===== src/rtl/encoder_rpm_sched.sv =====
// Multi-channel encoder edge counter with gated snapshots, served round-robin
// to one shared count-to-RPM scaler over a req/ack handshake.

module encoder_rpm_lane #(
  parameter int CNT_W = 16
) (
  input  logic             clk,
  input  logic             rst_n,
  input  logic             tick,
  input  logic             term,
  output logic [CNT_W-1:0] snap
);
  logic             sync1_q, sync2_q, prev_q, edge_det;
  logic [CNT_W-1:0] cnt_d, cnt_q, snap_d, snap_q;

  always_comb begin
    edge_det = sync2_q & ~prev_q;
    snap_d   = term ? cnt_q : snap_q;
    cnt_d    = cnt_q;
    // an edge landing on the terminal cycle belongs to the new window
    if (term)                         cnt_d = edge_det ? CNT_W'(1) : '0;
    else if (edge_det && cnt_q != '1) cnt_d = cnt_q + 1'b1;
  end

  always_ff @(posedge clk or negedge rst_n) begin
    if (!rst_n) begin
      sync1_q <= 1'b0;
      sync2_q <= 1'b0;
      prev_q  <= 1'b0;
      cnt_q   <= '0;
      snap_q  <= '0;
    end else begin
      sync1_q <= tick;
      sync2_q <= sync1_q;
      prev_q  <= sync2_q;
      cnt_q   <= cnt_d;
      snap_q  <= snap_d;
    end
  end

  assign snap = snap_q;
endmodule

module encoder_rpm_sched #(
  parameter int NCH         = 4,
  parameter int GATE_CYCLES = 6250000,
  parameter int CNT_W       = 16,
  parameter int RPM_W       = 10,
  parameter int TIMEOUT     = 1024
) (
  input  logic                     clk,
  input  logic                     rst_n,
  input  logic [NCH-1:0]           ticks,
  output logic                     scale_req,
  output logic [$clog2(NCH)-1:0]   scale_ch,
  output logic [CNT_W-1:0]         scale_cnt,
  input  logic                     scale_ack,
  input  logic [RPM_W-1:0]         scale_rpm,
  output logic [NCH*RPM_W-1:0]     rpm,
  output logic [NCH-1:0]           rpm_valid,
  output logic [NCH-1:0]           overrun,
  output logic [NCH-1:0]           tmo_err
);
  localparam int CH_W  = $clog2(NCH);
  localparam int IDX_W = CH_W + 1;
  localparam int TM_W  = $clog2(GATE_CYCLES);
  localparam int WT_W  = $clog2(TIMEOUT + 1);
  localparam logic [TM_W-1:0]  GATE_LAST = TM_W'(GATE_CYCLES - 1);
  localparam logic [WT_W-1:0]  TMO_LAST  = WT_W'(TIMEOUT - 1);
  localparam logic [IDX_W-1:0] NCH_L     = IDX_W'(NCH);
  localparam logic [CH_W-1:0]  CH_LAST   = CH_W'(NCH - 1);

  typedef enum logic {S_IDLE, S_BUSY} state_t;

  state_t                       state_d, state_q;
  logic [TM_W-1:0]              timer_d, timer_q;
  logic [WT_W-1:0]              wait_d, wait_q;
  logic [CH_W-1:0]              ptr_d, ptr_q, ch_d, ch_q, pick_ch;
  logic [CNT_W-1:0]             cnt_req_d, cnt_req_q;
  logic                         req_d, req_q;
  logic [NCH-1:0]               pending_d, pending_q;
  logic [NCH-1:0]               overrun_d, overrun_q, tmo_d, tmo_q;
  logic [NCH-1:0]               rpm_valid_d, rpm_valid_q;
  logic [NCH-1:0][RPM_W-1:0]    rpm_d, rpm_q;
  logic [NCH-1:0][CNT_W-1:0]    snap;
  logic [IDX_W-1:0]             idx;
  logic                         term, pick_ok, ack_hit;

  for (genvar k = 0; k < NCH; k++) begin : g_lane
    encoder_rpm_lane #(.CNT_W(CNT_W)) u_lane (
      .clk  (clk),
      .rst_n(rst_n),
      .tick (ticks[k]),
      .term (term),
      .snap (snap[k])
    );
  end

  always_comb begin
    term    = (timer_q == GATE_LAST);
    timer_d = term ? '0 : timer_q + 1'b1;

    // scan downward so the last hit is the first pending channel at/after ptr
    pick_ok = 1'b0;
    pick_ch = ptr_q;
    idx     = '0;
    for (int i = NCH - 1; i >= 0; i--) begin
      idx = {1'b0, ptr_q} + IDX_W'(i);
      if (idx >= NCH_L) idx = idx - NCH_L;
      if (pending_q[idx[CH_W-1:0]]) begin
        pick_ok = 1'b1;
        pick_ch = idx[CH_W-1:0];
      end
    end

    ack_hit     = (state_q == S_BUSY) && scale_ack;
    state_d     = state_q;
    ptr_d       = ptr_q;
    ch_d        = ch_q;
    cnt_req_d   = cnt_req_q;
    req_d       = req_q;
    wait_d      = wait_q;
    pending_d   = pending_q;
    overrun_d   = overrun_q;
    tmo_d       = tmo_q;
    rpm_d       = rpm_q;
    rpm_valid_d = '0;

    case (state_q)
      S_IDLE: begin
        if (pick_ok) begin
          ch_d      = pick_ch;
          cnt_req_d = snap[pick_ch];
          req_d     = 1'b1;
          wait_d    = '0;
          ptr_d     = (pick_ch == CH_LAST) ? '0 : pick_ch + 1'b1;
          state_d   = S_BUSY;
        end
      end
      S_BUSY: begin
        if (scale_ack) begin
          rpm_d[ch_q]       = scale_rpm;
          rpm_valid_d[ch_q] = 1'b1;
          pending_d[ch_q]   = 1'b0;
          req_d             = 1'b0;
          state_d           = S_IDLE;
        end else if (wait_q == TMO_LAST) begin
          tmo_d[ch_q]     = 1'b1;
          pending_d[ch_q] = 1'b0;
          req_d           = 1'b0;
          state_d         = S_IDLE;
        end else begin
          wait_d = wait_q + 1'b1;
        end
      end
      default: state_d = S_IDLE;
    endcase

    // a fresh snapshot re-arms every channel; an ack on the same cycle is not an overrun
    for (int k = 0; k < NCH; k++) begin
      if (term) begin
        pending_d[k] = 1'b1;
        if (pending_q[k] && !(ack_hit && ch_q == CH_W'(k))) overrun_d[k] = 1'b1;
      end
    end
  end

  always_ff @(posedge clk or negedge rst_n) begin
    if (!rst_n) begin
      state_q     <= S_IDLE;
      timer_q     <= '0;
      wait_q      <= '0;
      ptr_q       <= '0;
      ch_q        <= '0;
      cnt_req_q   <= '0;
      req_q       <= 1'b0;
      pending_q   <= '0;
      overrun_q   <= '0;
      tmo_q       <= '0;
      rpm_valid_q <= '0;
      rpm_q       <= '0;
    end else begin
      state_q     <= state_d;
      timer_q     <= timer_d;
      wait_q      <= wait_d;
      ptr_q       <= ptr_d;
      ch_q        <= ch_d;
      cnt_req_q   <= cnt_req_d;
      req_q       <= req_d;
      pending_q   <= pending_d;
      overrun_q   <= overrun_d;
      tmo_q       <= tmo_d;
      rpm_valid_q <= rpm_valid_d;
      rpm_q       <= rpm_d;
    end
  end

  assign scale_req = req_q;
  assign scale_ch  = ch_q;
  assign scale_cnt = cnt_req_q;
  assign rpm       = rpm_q;
  assign rpm_valid = rpm_valid_q;
  assign overrun   = overrun_q;
  assign tmo_err   = tmo_q;
endmodule


===== config.mk =====
export PLATFORM = sky130hd
export DESIGN_NAME = encoder_rpm_sched
export DESIGN_NICKNAME = d
export VERILOG_FILES = /design/src/rtl/encoder_rpm_sched.sv
export SDC_FILE = /design/constraint.sdc
export NUM_CORES = 1
export LEC_CHECK = 0
export ABC_AREA = 1
export ABC_CLOCK_PERIOD_IN_PS = 2400
export BUFFER_PORTS_ARGS = -buffer_cell sky130_fd_sc_hd__buf_2
export CAP_MARGIN = 20
export CORE_MARGIN = 2
export CORE_UTILIZATION = 60
export CTS_CLUSTER_DIAMETER = 50
export DETAILED_ROUTE_END_ITERATION = 6
export PLACE_DENSITY_LB_ADDON = 0.3
export REMOVE_ABC_BUFFERS = 1
export SLEW_MARGIN = 5
export SYNTH_ARGS = -nofsm -noshare
export SYNTH_HDL_FRONTEND = slang
export SYNTH_SLANG_ARGS = --single-unit
export TNS_END_PERCENT = 30

===== constraint.sdc =====
create_clock -name clk -period 2.4 [get_ports clk]
set_input_delay 0.12 -clock clk [delete_from_list [all_inputs] [get_ports clk]]
set_output_delay 0.12 -clock clk [all_outputs]
set_load 0.02 [all_outputs]

==> Word level (Yosys, flattened, before mapping) <==
Cells that the tools add are included.
{ "classes": {"muxes": 62, "reduce_logical": 35, "n_addsub": 14, "order_cmp": 11, "eq_ne": 14, "bitwise": 13} }
{ "op_table": {"columns": ["op", "count"], "rows": [
  ["two-way mux 16 bit", 9],
  ["adder 16 x 1 -> 16 bit, second input constant", 4],
  ["!= test 16 bit, second input constant", 4],
  ["bitwise mux 40 bit", 1],
  ["two-way mux 11 bit", 3],
  ["binary-select mux 16 bit (select 2 bit)", 1],
  ["adder 23 x 1 -> 23 bit, second input constant", 1],
  ["equality test 23 bit, second input constant", 1],
  ["two-way mux 1 bit", 23],
  ["two-way mux 23 bit", 1],
  ["one-hot mux 11 bit (2 select lines)", 1],
  ["demux 10 bit (select 2 bit)", 1],
  ["two-way mux 4 bit", 5],
  ["less-than comparator 2 x 3 -> 1 bit, second input constant", 6],
  ["two-way mux 2 bit", 9],
  ["AND reduction 2 bit", 8],
  ["logical AND 1 bit", 14],
  ["adder 11 x 1 -> 11 bit, second input constant", 1],
  ["equality test 11 x 10 -> 1 bit, second input constant", 1],
  ["two-way mux 10 bit", 1],
  ["nonzero test 2 bit", 5],
  ["greater-or-equal comparator 3 bit, second input constant", 3],
  ["binary-select mux 1 bit (select 2 bit)", 4],
  ["subtractor 2 x 1 -> 2 bit, second input constant", 4],
  ["other kinds (20)", 38]
]} }
{ "word_totals": {"register_bits": 252} }

==> Logic depth before layout (Yosys ltp) <==
Gate-level depths: netlist of run 1.
{ "depth": {"depth_word": 11, "mapped_depth": 15, "depth_no_buf": 14} }

==> Modules after synthesis <==
Synthesis of run 1 repeated with hierarchy kept, for this count alone.
{ "hier_totals": {"hier_cells": 1612, "hier_area_um2": 12612.1} }
{ "modules_own_cells": {"columns": ["module", "seq_area_each_um2", "area_each_um2", "cells_per_inst", "instances"], "rows": [
  ["encoder_rpm_lane", 875.8, 1780.5, 230, 4],
  ["encoder_rpm_sched", 2802.7, 5490.3, 692, 1]
]} }

==> Worst setup path before layout of run 1 <==
OpenSTA, ideal clock, no wires.
{ "synth_path": {"kind": "reg-to-reg", "startpoint": "register timer_q[0]", "endpoint": "register timer_q[18]", "path_slack_ns": 0.665, "path_stages_with_launch": 13, "period_less_slack_ns": 1.735, "arrival_ns": 1.616, "required_ns": 2.281, "setup_ns": 0.119, "path_cell_list": "dfrtp_1 ha_1 nand2_1 nor2_4 nand3_1 nor2_1 nand2_1 nor2_1 nand3b_1 nor2_1 nand3_1 nand2_1 nor2_1"} }
{ "synth_via": {"elab_chain_len": 2, "elab_cells_between_ends": 3, "cone_classes": "add/sub: 1; eq/ne: 1; mux: 1"} }
{ "synth_rtl": {"columns": ["element", "line_no", "source"], "rows": [
  ["from (decl)", "76", "logic [TM_W-1:0] timer_d, timer_q;"],
  ["from (signal assigned)", "184", "timer_q <= timer_d;"],
  ["adder 23 x 1 -> 23 bit or equality test 23 bit (tied branches)", "101, 100", null],
  ["two-way mux 23 bit *", "101", "timer_d = term ? '0 : timer_q + 1'b1;"],
  ["named net timer_d[18]", "76", null]
]} }
Mark *: on every way through the listed nets, which the timed path passes. The rest lies on a longest branch.
A chain may end at the register's enable or synchronous reset.

==> Final worst setup path of run 1 <==
{ "layout_path": {"startpoint": "register ptr_q[0]", "endpoint": "register cnt_req_q[12], in the netlist scale_cnt[12]"} }
{ "layout_via": {"elab_chain_len": 11, "elab_cells_between_ends": 34, "cone_classes": "add/sub: 7; order compare: 4; mux: 22; reduce/logical: 1"} }
{ "layout_rtl": {"columns": ["element", "line_no", "source"], "rows": [
  ["from (decl)", "78", "logic [CH_W-1:0] ptr_d, ptr_q, ch_d, ch_q, pick_ch;"],
  ["from (signal assigned)", "186", "ptr_q <= ptr_d;"],
  ["adder 2 x 2 -> 3 bit", "108", "idx = {1'b0, ptr_q} + IDX_W'(i);"],
  ["greater-or-equal comparator 3 bit or subtractor 2 x 1 -> 2 bit (tied branches)", "109", "if (idx >= NCH_L) idx = idx - NCH_L;"],
  ["two-way mux 2 bit", "109", null],
  ["binary-select mux 1 bit (select 2 bit)", "110", "if (pending_q[idx[CH_W-1:0]]) begin"],
  ["two-way mux 1 bit (not written as such)", "110", null],
  ["two-way mux 2 bit (4 in series)", "110", null],
  ["binary-select mux 16 bit (select 2 bit)", "133", "cnt_req_d = snap[pick_ch];"],
  ["two-way mux 16 bit (not written as such)", "133", null],
  ["to (signal assigned)", "188", "cnt_req_q <= cnt_req_d;"],
  ["to (decl)", "79", "logic [CNT_W-1:0] cnt_req_d, cnt_req_q;"]
]} }
Parallel ways exist; a longest one is shown, timed or not. The select of a mux whose other input is x is not followed.

==> flow_summary_export.csv, run 1 <==
group,metric,value,unit
status,status,"completed",
synth,synth.avg_cell_area,8.27,um2
timing,tightest_slew,647,ps
timing,layout_setup_ws,210,ps
setup_path,regToRegSetupSlack,210,ps
finish,area_delta_synth_final,16.3,%
timing,timing.final.crit_share,91.3,%
timing,fin_skew,19.4,ps
synth,synthCells,1411,
cts,clk_pin_slew,60,ps
synth,ys_types,40,
global_routing,grt-ovfl-total,0,
synth,yosysTopAreaCell,"dfrtp_1",
synth,ys_seq_elements,252,
finish,drive_gt1_share,12.0,%
placement,place.gp.congestion,0.924,
synth,synth_top_area_share,54.1,%
cts,cts_tree,"yes",
synth,ys_warn_count,0,
power_and_ir_drop,leakagePower,6.50,nW
setup_path,crit_required,2880,ps
timing,rsz0062_at_grt,"false",
synth,netlist_top_cells_area,"dfrtp_1 (54%), nand2_1 (11%), nand3_1 (5.9%)",
setup_path,worstSetupPathType,"reg2reg",
floorplanning,io_pins,88,
synth,synth_edf_count,0,
drt,drtIter0Drc,845,
finish,fillers,1470,
synth,synth.most_common_cell,"nand2_1",
finish,final_nets,1540,
global_routing,grt_pass1_vias,9601,
placement,preCtsSetupSlack,273,ps
drt,vias,9978,
cts,cts-root-buf,"clkbuf_16",
flow_run,max_cap_viol_count,0,
drt,drt-total-wl,28000,um
drt,wl_per_cell,15.6,um
global_routing,grt_pass1_wl,46600,um
synth,async_flop_share,100,%
timing,setup_tns,0,ps
power_and_ir_drop,p_per_area,1050,mW/mm2
drt,first_pass_iters,5,
cts,cts_buffers,28,
global_routing,grt_start_max_net_pins,83,
setup_path,crit_path_cell_trace,"inv_1, nand2_1, nand2_1, nand2_1, nand2_1, inv_1, nand2_1, nand2_1, nand2_2, buf_4, nand3_1, nand3_1, nand3_1, nand2_1",
floorplanning,rows,50,
setup_path,path_max_fanout,19,
setup_path,cpMostUsedCell,"nand2_1",
cts,h-tree-depth,1,
global_routing,grt_use_total,27.9,%
setup_path,crit_path_start_kind,"flip-flop",
setup_path,crit_arrival,2670,ps
finish,fin_util,71.8,%
synth,syn-cell-area,0.0117,mm2
cts,clk_latency,540,ps
setup_path,cp-end-kind,"flip-flop",
timing,slew_violations,0,
synth,ys.flop_type,"dfrtp_1",
setup_path,worst_path_max_delay_cell,"dfrtp_1",
timing,finalSetupViolCount,0,
drt,antenna_left,0,
floorplanning,core-area,0.0189,mm2
synth,ys_top_cells_by_count,"nand2_1 (347), dfrtp_1 (252), inv_1 (150)",
placement,port-buffer-count,87,
finish,antenna_cells,0,
synth,ys_seq_area_share,54.1,%
floorplanning,floorplan.initialDensity,61.7,%
floorplanning,die_x,143,um
global_routing,grt_antenna_before_repair,0,
timing,fmax,457,MHz
timing,relSlewSlack,56.9,%
power_and_ir_drop,vdd_drop_max,874,uV
setup_path,slowest_delay,380,ps
cts,cts_sinks,252,
min_path,min_path_type,"in2async",
drt,viasPerCell,5.55,
timing,post-route-min-period,2190,ps
timing,hold_viol,0,
cts,clk_path_buf_depth,3,
floorplanning,die_area,0.0206,mm2
placement,hpwl,19100,um
drt,drc,0,
floorplanning,die_y,143,um
## cells in the final DEF, fill, tap and decap left out, types with 15 or more instances in the layout
cell type	netlist	routed
a21oi_1	48	48
buf_2	21	86
buf_4	5	15
clkbuf_16	0	29
dfrtp_1	252	252
dlygate4sd3_1	0	16
inv_1	150	150
nand2_1	347	347
nand3_1	137	137
nand4_1	16	16
nor2_1	122	122
nor3_1	46	45
o21ai_0	85	85
o21ai_1	72	72
xor2_1	25	25
## worst max-delay path: cells and delay by family, from the launching register on
kind,cells,cell delay (ps)
AND/OR/NAND/NOR,11,1220
flip-flops,1,380
buffers and inverters,3,540
## repair_timing
| item | in CTS | in global routing |
|---|---|---|
| setup buffers | 0 | 0 |
| hold endpoints to repair | 124 | 0 |
| resized for setup | 0 | 1 |
| endpoints found under the setup margin | 0 | 14 |
| hold buffers | 16 | 0 |
## layout make-up
cell class                      count  area (um2)  share of cell area (%)
Clock buffer                       37         816                    6.01
Inverter                          154         578                    4.26
Clock inverter                     15         143                    1.05
Sequential cell                   252        6310                    46.5
Tap cell                          260         325                    2.40
Timing Repair Buffer              124         838                    6.18
Multi-Input combinational cell    957        4560                    33.6
## kinds of logic after synthesis
kind of cell	count (synthesis)	share of synthesized area (%)
buf+inv	202	7.02
flops	252	54.1
compound gates	229	10.6
simple gates	693	25.5
fa+ha+maj	6	0.644
xor+xnor	29	2.18
## state kept, by name, indices dropped and copies added, names as in the netlist
| name | count |
|---|---|
| g_lane.u_lane.prev_q | 4 |
| ptr_q | 2 |
| rpm | 40 |
| tmo_err | 4 |
| overrun | 4 |
| g_lane.u_lane.sync1_q | 4 |
| wait_q | 11 |
| g_lane.u_lane.snap | 64 |
| rpm_valid | 4 |
| scale_ch | 2 |
| timer_q | 23 |
| scale_req | 1 |
| g_lane.u_lane.cnt_q | 64 |
| g_lane.u_lane.sync2_q | 4 |
| pending_q | 4 |
| scale_cnt | 16 |
| state_q | 1 |
## where the power goes
group | switching, mW | leakage (nW) | internal, mW | total [mW]
registers | 0.461 | 3.34 | 4.93 | 5.40
logic | 3.16 | 2.69 | 1.38 | 4.54
clock network | 1.78 | 0.464 | 2.53 | 4.31
total | 5.40 | 6.50 | 8.85 | 14.3
## stage by stage
| step | total power, mW | cell area (um2) | hold WS, ps | instances |
|---|---|---|---|---|
| after global routing | 15.1 | 13600 | 207 | 1799 |
| after global placement | 9.70 | 12400 | 154 | 1731 |
| after detailed placement | 9.86 | 12400 | 157 | 1731 |
| final | 14.3 | 13600 | 152 | 1799 |
| after floorplan | 8.27 | 11400 | -176 | 1363 |
| after CTS | 14.2 | 13600 | 195 | 1799 |
## per-layer routing
layer  vias to the layer above  routed length [um]  global-route usage [%]  share of wire, %
met1                      4688               12300                    39.4                44
met2                       379               13000                    44.0                46
met5                         -                   0                       0                 0
met3                        78                1830                    4.43               6.6
met4                         0                 908                    10.5               3.2
li1                       4833                   -                       -                 -
## final timing paths
kind,from,to,depth (start not counted)
setup / recovery,ptr_q[0],scale_cnt[12],14
hold / removal,rst_n,rpm[36],2
setup reg to reg,ptr_q[0],scale_cnt[12],14
hold reg to reg,g_lane[0].u_lane.sync1_q,g_lane[0].u_lane.sync2_q,0
max in group asynchronous,rst_n,scale_req,3
min in group clk,ticks[0],g_lane[0].u_lane.sync1_q,2
Power figures use the tool's default switching activity.
==> run 2: changes to the inputs <==
--- a/config.mk
+++ b/config.mk
@@ -9,12 +9,10 @@
 export ABC_CLOCK_PERIOD_IN_PS = 2400
 export BUFFER_PORTS_ARGS = -buffer_cell sky130_fd_sc_hd__buf_2
 export CAP_MARGIN = 20
-export CORE_MARGIN = 2
 export CORE_UTILIZATION = 60
 export CTS_CLUSTER_DIAMETER = 50
 export DETAILED_ROUTE_END_ITERATION = 6
 export PLACE_DENSITY_LB_ADDON = 0.3
-export REMOVE_ABC_BUFFERS = 1
 export SLEW_MARGIN = 5
 export SYNTH_ARGS = -nofsm -noshare
 export SYNTH_HDL_FRONTEND = slang
==> run 2 against run 1 <==
  * Maximum frequency decreased by 1.8%
  * Critical path depth fell by 3
  * Largest cell class unchanged
  * Design area is 0.66% lower
  * Power fell by 1.4%
  * Global-route usage up 1.5 points
  * Combinational power decreased by 0.9%
  * Routed wire length rose by 1.9%
  * Cell count down 0.39%
  * Sequential share of layout area is 0.32 points higher
  * Die area decreased by 2.8%
  * Clock power fell by 4%
  * First-iteration DRC count fell by 0.71%
==> flow_summary_export.csv, run 2 (synthesis results as in run 1) <==
group,metric,value,unit
setup_path,cp-end-kind,"flip-flop",
timing,hold_viol,0,
flow_run,max_cap_viol_count,0,
finish,drive_gt1_share,11.5,%
setup_path,path_delay_family,"simple AND/OR/NAND/NOR gates",
global_routing,grt-ovfl-total,0,
timing,finalSetupViolCount,0,
global_routing,grt_use_total,29.4,%
cts,cts_tree,"yes",
setup_path,worstSetupPathType,"reg2reg",
power_and_ir_drop,leakagePower,6.43,nW
timing,tightest_slew,676,ps
global_routing,grt_util_met1,39.7,%
global_routing,grt_start_max_net_pins,86,
cts,clk_path_buf_depth,3,
cts,cts-root-buf,"clkbuf_16",
timing,post-route-min-period,2230,ps
min_path,min_path_type,"in2async",
setup_path,crit_path_start_kind,"flip-flop",
floorplanning,io_pins,88,
cts,cts_sinks,252,
status,status,"completed",
drt,viasPerCell,5.61,
setup_path,reg2reg_from,"ptr_q[0]",
setup_path,crit_path_cell_trace,"inv_1, nand2_1, nand2_1, nor2_1, nand2_1, nand3_2, buf_4, nand3_1, nand3_1, nand3_1, nand2_1",
setup_path,cp_num_cells,11,
global_routing,grt_antenna_before_repair,0,
power_and_ir_drop,p_total,14.1,mW
global_routing,grtUsageMet3,4.35,%
floorplanning,die_area,0.0200,mm2
timing,setup_tns,0,ps
timing,fin_skew,12.1,ps
power_and_ir_drop,vdd_drop_max,751,uV
finish,area_delta_synth_final,15.6,%
global_routing,grt_pass1_vias,9585,
floorplanning,die_x,141,um
timing,timing.final.crit_share,93.0,%
floorplanning,floorplan.initialDensity,61.7,%
placement,port-buffer-count,87,
setup_path,crit_arrival,2700,ps
power_and_ir_drop,p_per_area,1040,mW/mm2
finish,mostFrequentLayoutCells,"nand2_1 (345), dfrtp_1 (251), inv_1 (149)",
setup_path,cp_num_buf_inv,2,
drt,vias,10100,
setup_path,slowest_delay,480,ps
setup_path,crit_required,2870,ps
drt,first_pass_iters,5,
timing,slew_violations,0,
drt,antenna_left,0,
floorplanning,core-area,0.0189,mm2
cts,clk_pin_slew,60,ps
setup_path,r2r-end,"scale_cnt[12]",
global_routing,met2_usage,49.3,%
drt,wl_per_cell,15.9,um
global_routing,grt_pass1_wl,47000,um
finish,final_nets,1535,
setup_path,cpMostUsedCell,"nand2_1",
timing,fmax,448,MHz
cts,cts_buffers,27,
setup_path,r2r_cells,11,
synth,synth.net_count,1434,
cts,h-tree-depth,1,
setup_path,path_max_fanout,32,
drt,drc,0,
timing,relSlewSlack,54.9,%
timing,hold_slack,197,ps
setup_path,worstSetupEndpoint,"scale_cnt[12]",
floorplanning,die_y,141,um
setup_path,worst_path_max_delay_cell,"dfrtp_2",
placement,place.gp.congestion,0.899,
drt,drtIter0Drc,839,
setup_path,critical_path.startpoint,"ptr_q[0]",
floorplanning,rows,50,
drt,drt-total-wl,28500,um
cts,clk_latency,530,ps
setup_path,regToRegSetupSlack,170,ps
placement,hpwl,19100,um
global_routing,busiest_layer,"met2",
finish,final_common_cell,"nand2_1",
## run 2: cell count changes in the layout (fill, tap and decap cells not counted), moves of 3 or more
cell	change
clkbuf_8	-3
clkbuf_1	+5
inv_6	-3
buf_4	-4
## run 2: worst reg2reg max path, cell delays in order (launching register included)
cell	delay (ps)
dfrtp_2	480
inv_1	170
nand2_1	110
nand2_1	100
nor2_1	190
nand2_1	120
nand3_2	160
buf_4	330
nand3_1	210
nand3_1	140
nand3_1	90
nand2_1	70
## run 2: cell type report
| cell class | instances | area [um2] |
|---|---|---|
| Clock inverter | 11 | 144 |
| Timing Repair Buffer | 120 | 808 |
| Antenna cell | 1 | 2.50 |
| Sequential cell | 252 | 6310 |
| Tap cell | 260 | 325 |
| Inverter | 154 | 582 |
| Fill cell | 1457 | 5420 |
| Multi-Input combinational cell | 957 | 4570 |
| Clock buffer | 37 | 743 |
## run 2: power breakdown
part	internal (mW)	switching (mW)	leakage (nW)	total, mW
clock network	2.48	1.64	0.421	4.12
logic	1.35	3.15	2.67	4.50
registers	4.94	0.491	3.34	5.43
## run 2: what timing repair did
action / in CTS / in global routing
hold endpoints to repair: 128 / 0
gates resized for setup: 0 / 5
setup endpoints to repair: 0 / 30
buffers inserted: 0 / 0
hold buffers: 16 / 0
## run 2: worst min path at each step
| stage | startpoint | endpoint | slack (ps) | depth (start not counted) |
|---|---|---|---|---|
| 4_1_cts | rst_n | wait_q[8] | 220 | 2 |
| 3_3_place_gp | rst_n | wait_q[8] | 170 | 1 |
| 5_1_grt | ticks[3] | g_lane[3].u_lane.sync1_q | 230 | 2 |
| 3_5_place_dp | rst_n | wait_q[8] | 170 | 1 |
| 6_report | rst_n | wait_q[8] | 200 | 2 |
| 2_1_floorplan | rst_n | g_lane[0].u_lane.cnt_q[0] | -180 | 0 |
## run 2: stage by stage
step / utilization, % / cells / worst slack, ps / cell area (um2)
finish: 71.3 / 1792 / 169 / 13500
CTS: 71.2 / 1791 / 121 / 13500
global route: 71.3 / 1791 / -0.757 / 13500
floorplan: - / 1411 / 665 / 11700
global placement: 65.7 / 1727 / 265 / 12400
detailed placement: 65.7 / 1727 / 139 / 12400
## run 2: routing by layer
layer	wire length (um)	share of wire [%]	vias to the layer above
met3	1960	6.9	76
met5	0	0	-
met1	12100	43	4779
li1	-	-	4805
met4	828	2.9	0
met2	13600	48	400
